## src/rtl/timer_pkg.sv

```systemverilog
// Shared definitions for the countdown timer bank: per-channel state encoding
// and the default sizing constants used by timer_bank and timer_channel.
package timer_pkg;

   typedef enum logic [1:0] {
      IDLE = 2'd0,
      RUN  = 2'd1,
      DONE = 2'd2
   } state_t;

   localparam int DEF_NUM_CH        = 4;
   localparam int DEF_WIDTH         = 5;
   localparam int DEF_FLICKER_TICKS = 5;

endpackage

```

## src/rtl/timer_channel.sv

```systemverilog
// One countdown channel: IDLE/RUN/DONE with abort > start > count priority,
// optional auto-reload and a registered end-of-period flicker warning.
module timer_channel
   import timer_pkg::*;
#(
   parameter int WIDTH         = DEF_WIDTH,
   parameter int FLICKER_TICKS = DEF_FLICKER_TICKS
) (
   input  logic             clk,
   input  logic             reset,
   input  logic             tick,
   input  logic             pause,
   input  logic             start,
   input  logic             abort,
   input  logic             reload,
   input  logic [WIDTH-1:0] length,
   output logic             busy,
   output logic             flicker,
   output logic             done,
   output logic [WIDTH-1:0] remaining
);

   localparam logic [WIDTH-1:0] FLICK_LIM = WIDTH'(FLICKER_TICKS);
   localparam logic [WIDTH-1:0] ONE       = WIDTH'(1);

   state_t           state_reg,   state_next;
   logic [WIDTH-1:0] rem_reg,     rem_next;
   logic [WIDTH-1:0] len_reg,     len_next;
   logic             mode_reg,    mode_next;
   logic             done_reg,    done_next;
   logic             flicker_reg, flicker_next;

   function automatic logic in_window(input logic [WIDTH-1:0] v);
      return (v != '0) && (v <= FLICK_LIM);
   endfunction

   always_ff @(posedge clk or negedge reset) begin
      if (!reset) begin
         state_reg   <= IDLE;
         rem_reg     <= '0;
         len_reg     <= '0;
         mode_reg    <= 1'b0;
         done_reg    <= 1'b0;
         flicker_reg <= 1'b0;
      end else begin
         state_reg   <= state_next;
         rem_reg     <= rem_next;
         len_reg     <= len_next;
         mode_reg    <= mode_next;
         done_reg    <= done_next;
         flicker_reg <= flicker_next;
      end
   end

   always_comb begin
      state_next   = state_reg;
      rem_next     = rem_reg;
      len_next     = len_reg;
      mode_next    = mode_reg;
      done_next    = done_reg;
      flicker_next = flicker_reg;

      if (abort) begin
         state_next   = IDLE;
         rem_next     = '0;
         done_next    = 1'b0;
         flicker_next = 1'b0;
      end else if (start) begin
         // a tick in the start cycle is deliberately dropped
         len_next  = length;
         mode_next = reload;
         if (length != '0) begin
            state_next   = RUN;
            rem_next     = length;
            done_next    = 1'b0;
            flicker_next = in_window(length);
         end else begin
            state_next   = DONE;
            rem_next     = '0;
            done_next    = 1'b1;
            flicker_next = 1'b0;
         end
      end else begin
         case (state_reg)
            RUN: begin
               // reload expiry gives a single-cycle done pulse
               done_next = 1'b0;
               if (tick && !pause) begin
                  if (rem_reg == ONE) begin
                     done_next = 1'b1;
                     if (mode_reg) begin
                        rem_next     = len_reg;
                        flicker_next = in_window(len_reg);
                     end else begin
                        state_next   = DONE;
                        rem_next     = '0;
                        flicker_next = 1'b0;
                     end
                  end else begin
                     rem_next     = rem_reg - ONE;
                     flicker_next = in_window(rem_reg - ONE);
                  end
               end
            end
            default: ;
         endcase
      end
   end

   assign busy      = (state_reg == RUN);
   assign flicker   = flicker_reg;
   assign done      = done_reg;
   assign remaining = rem_reg;

endmodule

```

## src/rtl/timer_bank.sv

```systemverilog
// Bank of NUM_CH independent countdown timers sharing tick and pause;
// only packs and unpacks the per-channel vector ports.
module timer_bank
   import timer_pkg::*;
#(
   parameter int NUM_CH        = DEF_NUM_CH,
   parameter int WIDTH         = DEF_WIDTH,
   parameter int FLICKER_TICKS = DEF_FLICKER_TICKS
) (
   input  logic                    clk,
   input  logic                    reset,
   input  logic                    tick,
   input  logic                    pause,
   input  logic [NUM_CH-1:0]       t_start,
   input  logic [NUM_CH-1:0]       t_abort,
   input  logic [NUM_CH-1:0]       t_reload,
   input  logic [NUM_CH*WIDTH-1:0] t_length,
   output logic [NUM_CH-1:0]       t_busy,
   output logic [NUM_CH-1:0]       t_flicker,
   output logic [NUM_CH-1:0]       t_done,
   output logic [NUM_CH*WIDTH-1:0] t_remaining
);

   generate
      for (genvar gi = 0; gi < NUM_CH; gi++) begin : g_ch
         timer_channel #(
            .WIDTH         (WIDTH),
            .FLICKER_TICKS (FLICKER_TICKS)
         ) u_ch (
            .clk       (clk),
            .reset     (reset),
            .tick      (tick),
            .pause     (pause),
            .start     (t_start[gi]),
            .abort     (t_abort[gi]),
            .reload    (t_reload[gi]),
            .length    (t_length[gi*WIDTH +: WIDTH]),
            .busy      (t_busy[gi]),
            .flicker   (t_flicker[gi]),
            .done      (t_done[gi]),
            .remaining (t_remaining[gi*WIDTH +: WIDTH])
         );
      end
   endgenerate

endmodule

```

## config.mk

```make
export PLATFORM = sky130hd
export DESIGN_NAME = timer_bank
export DESIGN_NICKNAME = d
export VERILOG_FILES = /design/src/rtl/timer_pkg.sv /design/src/rtl/timer_channel.sv /design/src/rtl/timer_bank.sv
export SDC_FILE = /design/constraint.sdc
export NUM_CORES = 1
export LEC_CHECK = 0
export ABC_AREA = 1
export ABC_CLOCK_PERIOD_IN_PS = 1300
export CAP_MARGIN = 10
export CORE_MARGIN = 2
export CORE_UTILIZATION = 40
export CTS_CLUSTER_SIZE = 28
export DETAILED_ROUTE_END_ITERATION = 16
export MAX_ROUTING_LAYER = met4
export PLACE_DENSITY = 0.77
export SLEW_MARGIN = 10
export SYNTH_ARGS = -nofsm -noshare
export SYNTH_HDL_FRONTEND = slang
export SYNTH_SLANG_ARGS = --single-unit
```

## constraint.sdc

```tcl
create_clock -name clk -period 1.3 [get_ports clk]
set_input_delay 0.13 -clock clk [delete_from_list [all_inputs] [get_ports clk]]
set_output_delay 0.13 -clock clk [all_outputs]
set_load 0.01 [all_outputs]
```

# After elaboration in Yosys (flattened, before gate mapping)
# Index checks and enable logic that the tools add are counted.
# classes
reduce_logical	50
n_mux	108
n_eq_ne	12
magnitude_cmp	12
addsub	4
n_bitwise	4
# ops
op	count
$mux 5	28
$le 5x3->1 const B	12
$reduce_bool 5->1	12
$mux 2	28
$mux 1	52
$reduce_bool 3->1	12
$eq 5x1->1 const B	4
$sub 5x1->5 const B	4
$reduce_and 2->1	8
$reduce_and 4->1	4
$logic_and 1x1->1	13
$ne 3x3->1 const B	4
$eq 2x1->1 const B	4
$not 1->1	4
$logic_not 1->1	1
# totals
in_bits	36
elab_cells	214
out_inout_bits	32
reg_bits	60

# Depth between registers and ports, before layout
# depth
depth_word	8
depth_mapped	12

# Modules after synthesis
# From an unflattened synthesis, not the netlist that was laid out.
# hier_totals
cells_unflattened	524
area_unflattened_um2	3918.8
# modules_own_cells
mod	instances	cells_each	area_each_um2	seq_area_each_um2
timer_channel	4	131	979.7	375.4

# Least setup slack after synthesis
# Ideal clock, no wire load.
# synth_path
path_kind	reg-to-reg
start	register g_ch[2].u_ch.rem_reg[0]
end	register g_ch[2].u_ch.flicker_reg
stages_incl_launch_ff	11
setup_time_ns	0.117
arrival_ns	1.348
period_less_slack_ns	1.465
slack_ns	-0.165
path_cell_list	dfrtp_1 -> inv_1 -> ha_1 -> nand2_1 -> inv_1 -> o21ai_0 -> nand2_1 -> nand3_1 -> nand3_1 -> nand3_1 -> nand2_1
# synth_between
elab_chain_len	8
word_cells_on_any_way	10
# synth_lines
element	line_no	text
from (decl)	timer_channel.sv:27	logic [WIDTH-1:0] rem_reg, rem_next;
from (signal assigned)	timer_channel.sv:47	rem_reg <= rem_next;
$sub 5x1->5	timer_channel.sv:101	flicker_next = in_window(rem_reg - ONE);
$le 5x3->1 / $reduce_bool 5->1 (equally long branches)	timer_channel.sv:34	return (v != '0) && (v <= FLICK_LIM);
$logic_and 1x1->1	timer_channel.sv:34	
$mux 1 *	timer_channel.sv:89	if (rem_reg == ONE) begin
$mux 1 *	timer_channel.sv:88	if (tick && !pause) begin
$mux 1 *	timer_channel.sv:84	case (state_reg)
$mux 1 *	timer_channel.sv:68	end else if (start) begin
$mux 1 *	timer_channel.sv:63	if (abort) begin
to (signal assigned)	timer_channel.sv:51	flicker_reg <= flicker_next;
to (decl)	timer_channel.sv:31	logic flicker_reg, flicker_next;
# Every way passes the cells marked *; elsewhere a longest branch is shown, timed or not. The select of a mux whose other input is x is not followed.
# A chain may end at the register's enable or synchronous reset.

# Worst setup path after layout
# layout_path
start	register g_ch[0].u_ch.rem_reg[0]
end	register g_ch[0].u_ch.rem_reg[1]
# layout_between
elab_chain_len	6
word_cells_on_any_way	7
# layout_lines
element	line_no
from (decl)	timer_channel.sv:27
from (signal assigned)	timer_channel.sv:47
$sub 5x1->5 / $eq 5x1->1 (equally long branches)	timer_channel.sv:100, timer_channel.sv:89
$mux 5 *	timer_channel.sv:89
$mux 5 *	timer_channel.sv:88
$mux 5 *	timer_channel.sv:84
$mux 5 *	timer_channel.sv:68
$mux 5 *	timer_channel.sv:63
# Marked as above.

==> reports/results.md <==
| Stage | Result | Reported |
| --- | --- | --- |
| power and ir drop | Combinational share of power | 0.377 |
| detailed routing | Detailed Route Iter0 Violations | 146 |
| clock network | TritonCTS clock tree | yes |
| power and ir drop | Cell-internal power | 4.41 mW |
| cells and area | Area growth from synthesis to final layout | 55.5% |
| worst setup path | Maximum single-stage delay on the critical path | 0.45 ns |
| clock network | Clock Tree Root | clkbuf_8 |
| logic synthesis | Area share of the leading cell type in the synthesized netlist | 0.399 |
| placement | Placer congestion estimate | 0.900 |
| worst setup path | Category of cells accounting for the largest share of critical-path delay | compound AO/OA/AOI/OAI gates |
| clock network | Clock-pin slew of the registers on the worst-case setup and hold paths | 0.07 ns |
| timing | Final Skew | 0.00789 ns |
| timing | Highest clock frequency the design can meet | 682 MHz |
| floorplanning | Die span in y | 101 um |
| worst setup path | Crit Path Max Fanout | 6 |
| worst hold path | Min-delay worst type | primary input to async pin |
| logic synthesis | Number of distinct library cells after synthesis | 33 |
| timing | Period minus WS final | 1.47 ns |
| timing | Max Transition Viols Final | 0 |
| power and ir drop | PwrDens | 1130 nW/um^2 |
| detailed routing | Total routed wirelength | 10,700 um |
| detailed routing | ANT nets after route | 0 |
| worst setup path | Setup crit end kind | flop |
| detailed routing | Residual DRC | 0 |
| logic synthesis | Synthesized area divided by synthesized cell count | 7.46 um^2 |
| timing | Worst path setup slack after routing | -0.167 ns |
| worst setup path | Chain of cells forming the critical path | buf_6 > ha_4 > nand3_4 > inv_4 > a21oi_4 > o211ai_1 > a21oi_1 |
| floorplanning | Die width | 101 um |
| logic synthesis | Number of register bits inferred by synthesis | 60 |
| global routing | M3 GR Usage | 0.0333 |
| worst setup path | Slowest CP cell | dfrtp_2 |
| cells and area | Layout cell share with drive strength beyond 1 | 0.336 |
| worst setup path | Category of the worst setup path launch point | flop |
| detailed routing | DR WL/cell | 13.6 um |
| clock network | Maximum buffer depth of the clock tree | 2 |
| timing | Setup-violating endpoint count in the final report | 30 |
| power and ir drop | Share of total power consumed by net switching | 0.332 |
| placement | Pre-CTS setup slack | -0.294 ns |
| power and ir drop | Sw power | 2.19 mW |
| power and ir drop | Proportion of power drawn by the clock network | 0.278 |
| worst setup path | Type of the setup path with the least slack | flop to flop |
| logic synthesis | Warning count from the yosys run | 0 |
| global routing | Global-route usage over all layers | 0.215 |
| logic synthesis | Number of nets in the synthesized netlist | 552 |
| floorplanning | Ports | 68 |
| power and ir drop | IR Drop Worst-Case VDD | 0.598 mV |
| run status | Violated checks | setup timing |
| cells and area | Net count of the finished layout | 719 |
| power and ir drop | Leakage power of the design | 2.83 nW |
| global routing | Initial antenna violation count | 0 |
| logic synthesis | Cells after Synth | 504 |
| cells and area | Share of the core filled with cells in the final layout | 0.636 |
| worst setup path | Critical Path AT | 1.73 ns |
| global routing | Total grt overflow | 0 |
| cells and area | Summed area of non-filler cells in the final layout | 5850 um^2 |
| timing | RSZ-0062 raised after global routing | yes |
| placement | Number of input and output port buffers inserted | 67 |
| floorplanning | Count of standard-cell rows | 35 |
| timing | Final number of hold-violating endpoints | 0 |
| global routing | Global Route met1 Usage | 0.249 |
| detailed routing | Vias | 4,007 |
| global routing | Wire length of the first global-routing pass | 17,100 um |
| logic synthesis | Post-synth top area cell | dfrtp_1 |
| global routing | Largest net degree at the start of global routing | 61 |
| clock network | Max H-tree Level | 3 |
| worst setup path | Logic depth of the worst register-to-register path | 7 |
| worst setup path | Number of cells on the critical path | 7 |
| run status | Run status | complete, but fails checks |
| logic synthesis | Cell Area, Synth | 3760 um^2 |
| worst setup path | Number of buffers and inverters on the critical path | 2 |
| worst setup path | Critical Path RT | 1.56 ns |
| placement | Final HPWL DP | 7660 um |
| clock network | Clk_lat worst skew | 0.33 ns |
| timing | Slew of the pin with the lowest slew margin | 0.328 ns |
| global routing | Via count of the first global-routing pass | 3,883 |
| floorplanning | Core area | 9200 um^2 |
| clock network | Num CTS Buffers | 9 |
| cells and area | Diodes inserted | 0 |
| floorplanning | Initial cell density of the core | 0.409 |
| logic synthesis | Main area contributors after synthesis | dfrtp_1 (40%), nand2_1 (12%), inv_1 (7.1%) |
| timing | Share of the clock period used by the worst path | 1.13 |
| clock network | CTS sink cnt | 60 |
| global routing | Busiest layer in global routing | met2 |
| floorplanning | Area of the die | 10,200 um^2 |
| cells and area | Fill cell count | 759 |
| placement | Placement-stage cell area | 5180 um^2 |
| detailed routing | DR pass1 iterations | 4 |
| detailed routing | Detail-routed via count per cell | 5.09 |
| logic synthesis | Seq/Total Area, Yosys | 0.399 |
| global routing | Met2 demand-to-capacity share in global routing | 0.377 |
| timing | Worst max-slew margin expressed relative to the limit | 0.779 |
| run | Number of violations of the max-capacitance limit | 0 |
| power and ir drop | Proportion of power drawn by flip-flops and latches | 0.345 |
[timing repair]
item                                    4_1_cts  5_1_grt
setup buffers                                16       13
gates resized for setup                      85       60
pin swaps                                    40       42
hold buffers                                  1        0
endpoints found under the setup margin       60       49
hold endpoints to repair                     60        0
[metal layers]
| layer | vias to the layer above | share of wire |
|---|---|---|
| met1 | 1919 | 0.42 |
| met2 | 82 | 0.53 |
| met3 | 19 | 0.031 |
| met5 | - | 0 |
| li1 | 1987 | - |
| met4 | 0 | 0.019 |
[Yosys cell counts]
cell      instances
nand2_1         120
dfrtp_1          60
o21ai_1           1
o31ai_1           1
o22ai_1           3
o21bai_1          3
buf_2             5
nand3_2           2
a21boi_0          1
mux2_2            4
a21oi_1          24
a22oi_1           2
inv_1            71
clkinv_4          1
clkbuf_1          1
a21oi_4           4
nor3_1            6
nand4_1           7
o211ai_1         12
nor2_4            2
nor2_1           51
a21oi_2           1
a31oi_1          10
o21ai_0          41
nand3_4           2
inv_2             2
ha_1             12
buf_4            12
nand3b_1          4
o21a_1            1
or2_4             1
nand3_1          31
nor2_2            6
[worst min-delay path, delay by kind of cell]
| family | cells | cell delay (ns) |
|---|---|---|
| buffers and inverters | 3 | 0.92 |
[metrics by stage]
stage	total power, mW	instances	setup TNS (ns)	hold WS [ns]
floorplan	3.43	504	-0.547	-0.166
global placement	4.37	741	-7.38	0.161
detailed placement	4.44	741	-8.97	0.163
CTS	6.41	774	-2.06	0.339
global route	6.98	787	-4.83	0.377
finish	6.60	787	-2.51	0.335
[worst paths after layout]
path                                            from  slack, ns                        end
min in group clk                         t_reload[0]       0.37      g_ch[0].u_ch.mode_reg
hold reg to reg                 g_ch[0].u_ch.flicker       0.48       g_ch[0].u_ch.flicker
setup reg to reg           g_ch[0].u_ch.remaining[0]      -0.17  g_ch[0].u_ch.remaining[1]
setup / recovery           g_ch[0].u_ch.remaining[0]      -0.17  g_ch[0].u_ch.remaining[1]
max in group asynchronous                      reset       0.67  g_ch[2].u_ch.remaining[0]
hold / removal                                 reset       0.33  g_ch[3].u_ch.remaining[1]
[logic make-up after synthesis]
kind of cell / synth area share
compound gates: 0.169
simple gates: 0.273
fa+ha+maj: 0.0399
flops: 0.399
mux: 0.0120
buf+inv: 0.107
[layout make-up]
cell class,instances,area [um^2],share of cell area
flip-flops and latches,60,1510,0.258
clock buffers,13,179,0.0306
well taps,111,139,0.0238
multi-input cells,352,2140,0.365
clock inverters,3,42.5,0.00728
repair buffers,174,1540,0.263
inverters,74,300,0.0514
[power groups by stage]
stage	clock, mW	sequential [mW]	combinational, mW
2_1_floorplan	0	2.34	1.08
4_1_cts	1.86	2.27	2.28
5_1_grt	1.95	2.30	2.72
3_3_place_gp	0	2.29	2.08
3_5_place_dp	0	2.31	2.13
6_report	1.84	2.28	2.48
[layout by cell type, fill, tap and decap left out, types with 5 or more instances in the layout]
master           count
nand2_1            109
buf_4               89
inv_1               56
dfrtp_1             54
nor2_1              43
clkdlybuf4s50_1     34
o21ai_0             24
nand3_1             24
a21oi_1             20
dlygate4sd2_1       15
clkbuf_8            13
o211ai_1            12
inv_2               11
nor2_2              11
nand2_2             11
buf_6               11
o21ai_2             10
clkdlybuf4s15_1     10
a31oi_1              9
o21ai_1              8
nand4_1              7
nand3_2              7
ha_4                 7
nor3_1               6
dfrtp_2              6
buf_12               6
a21oi_2              5
inv_4                5
nor2_4               5
No activity file was read; power rests on OpenSTA's default activity.
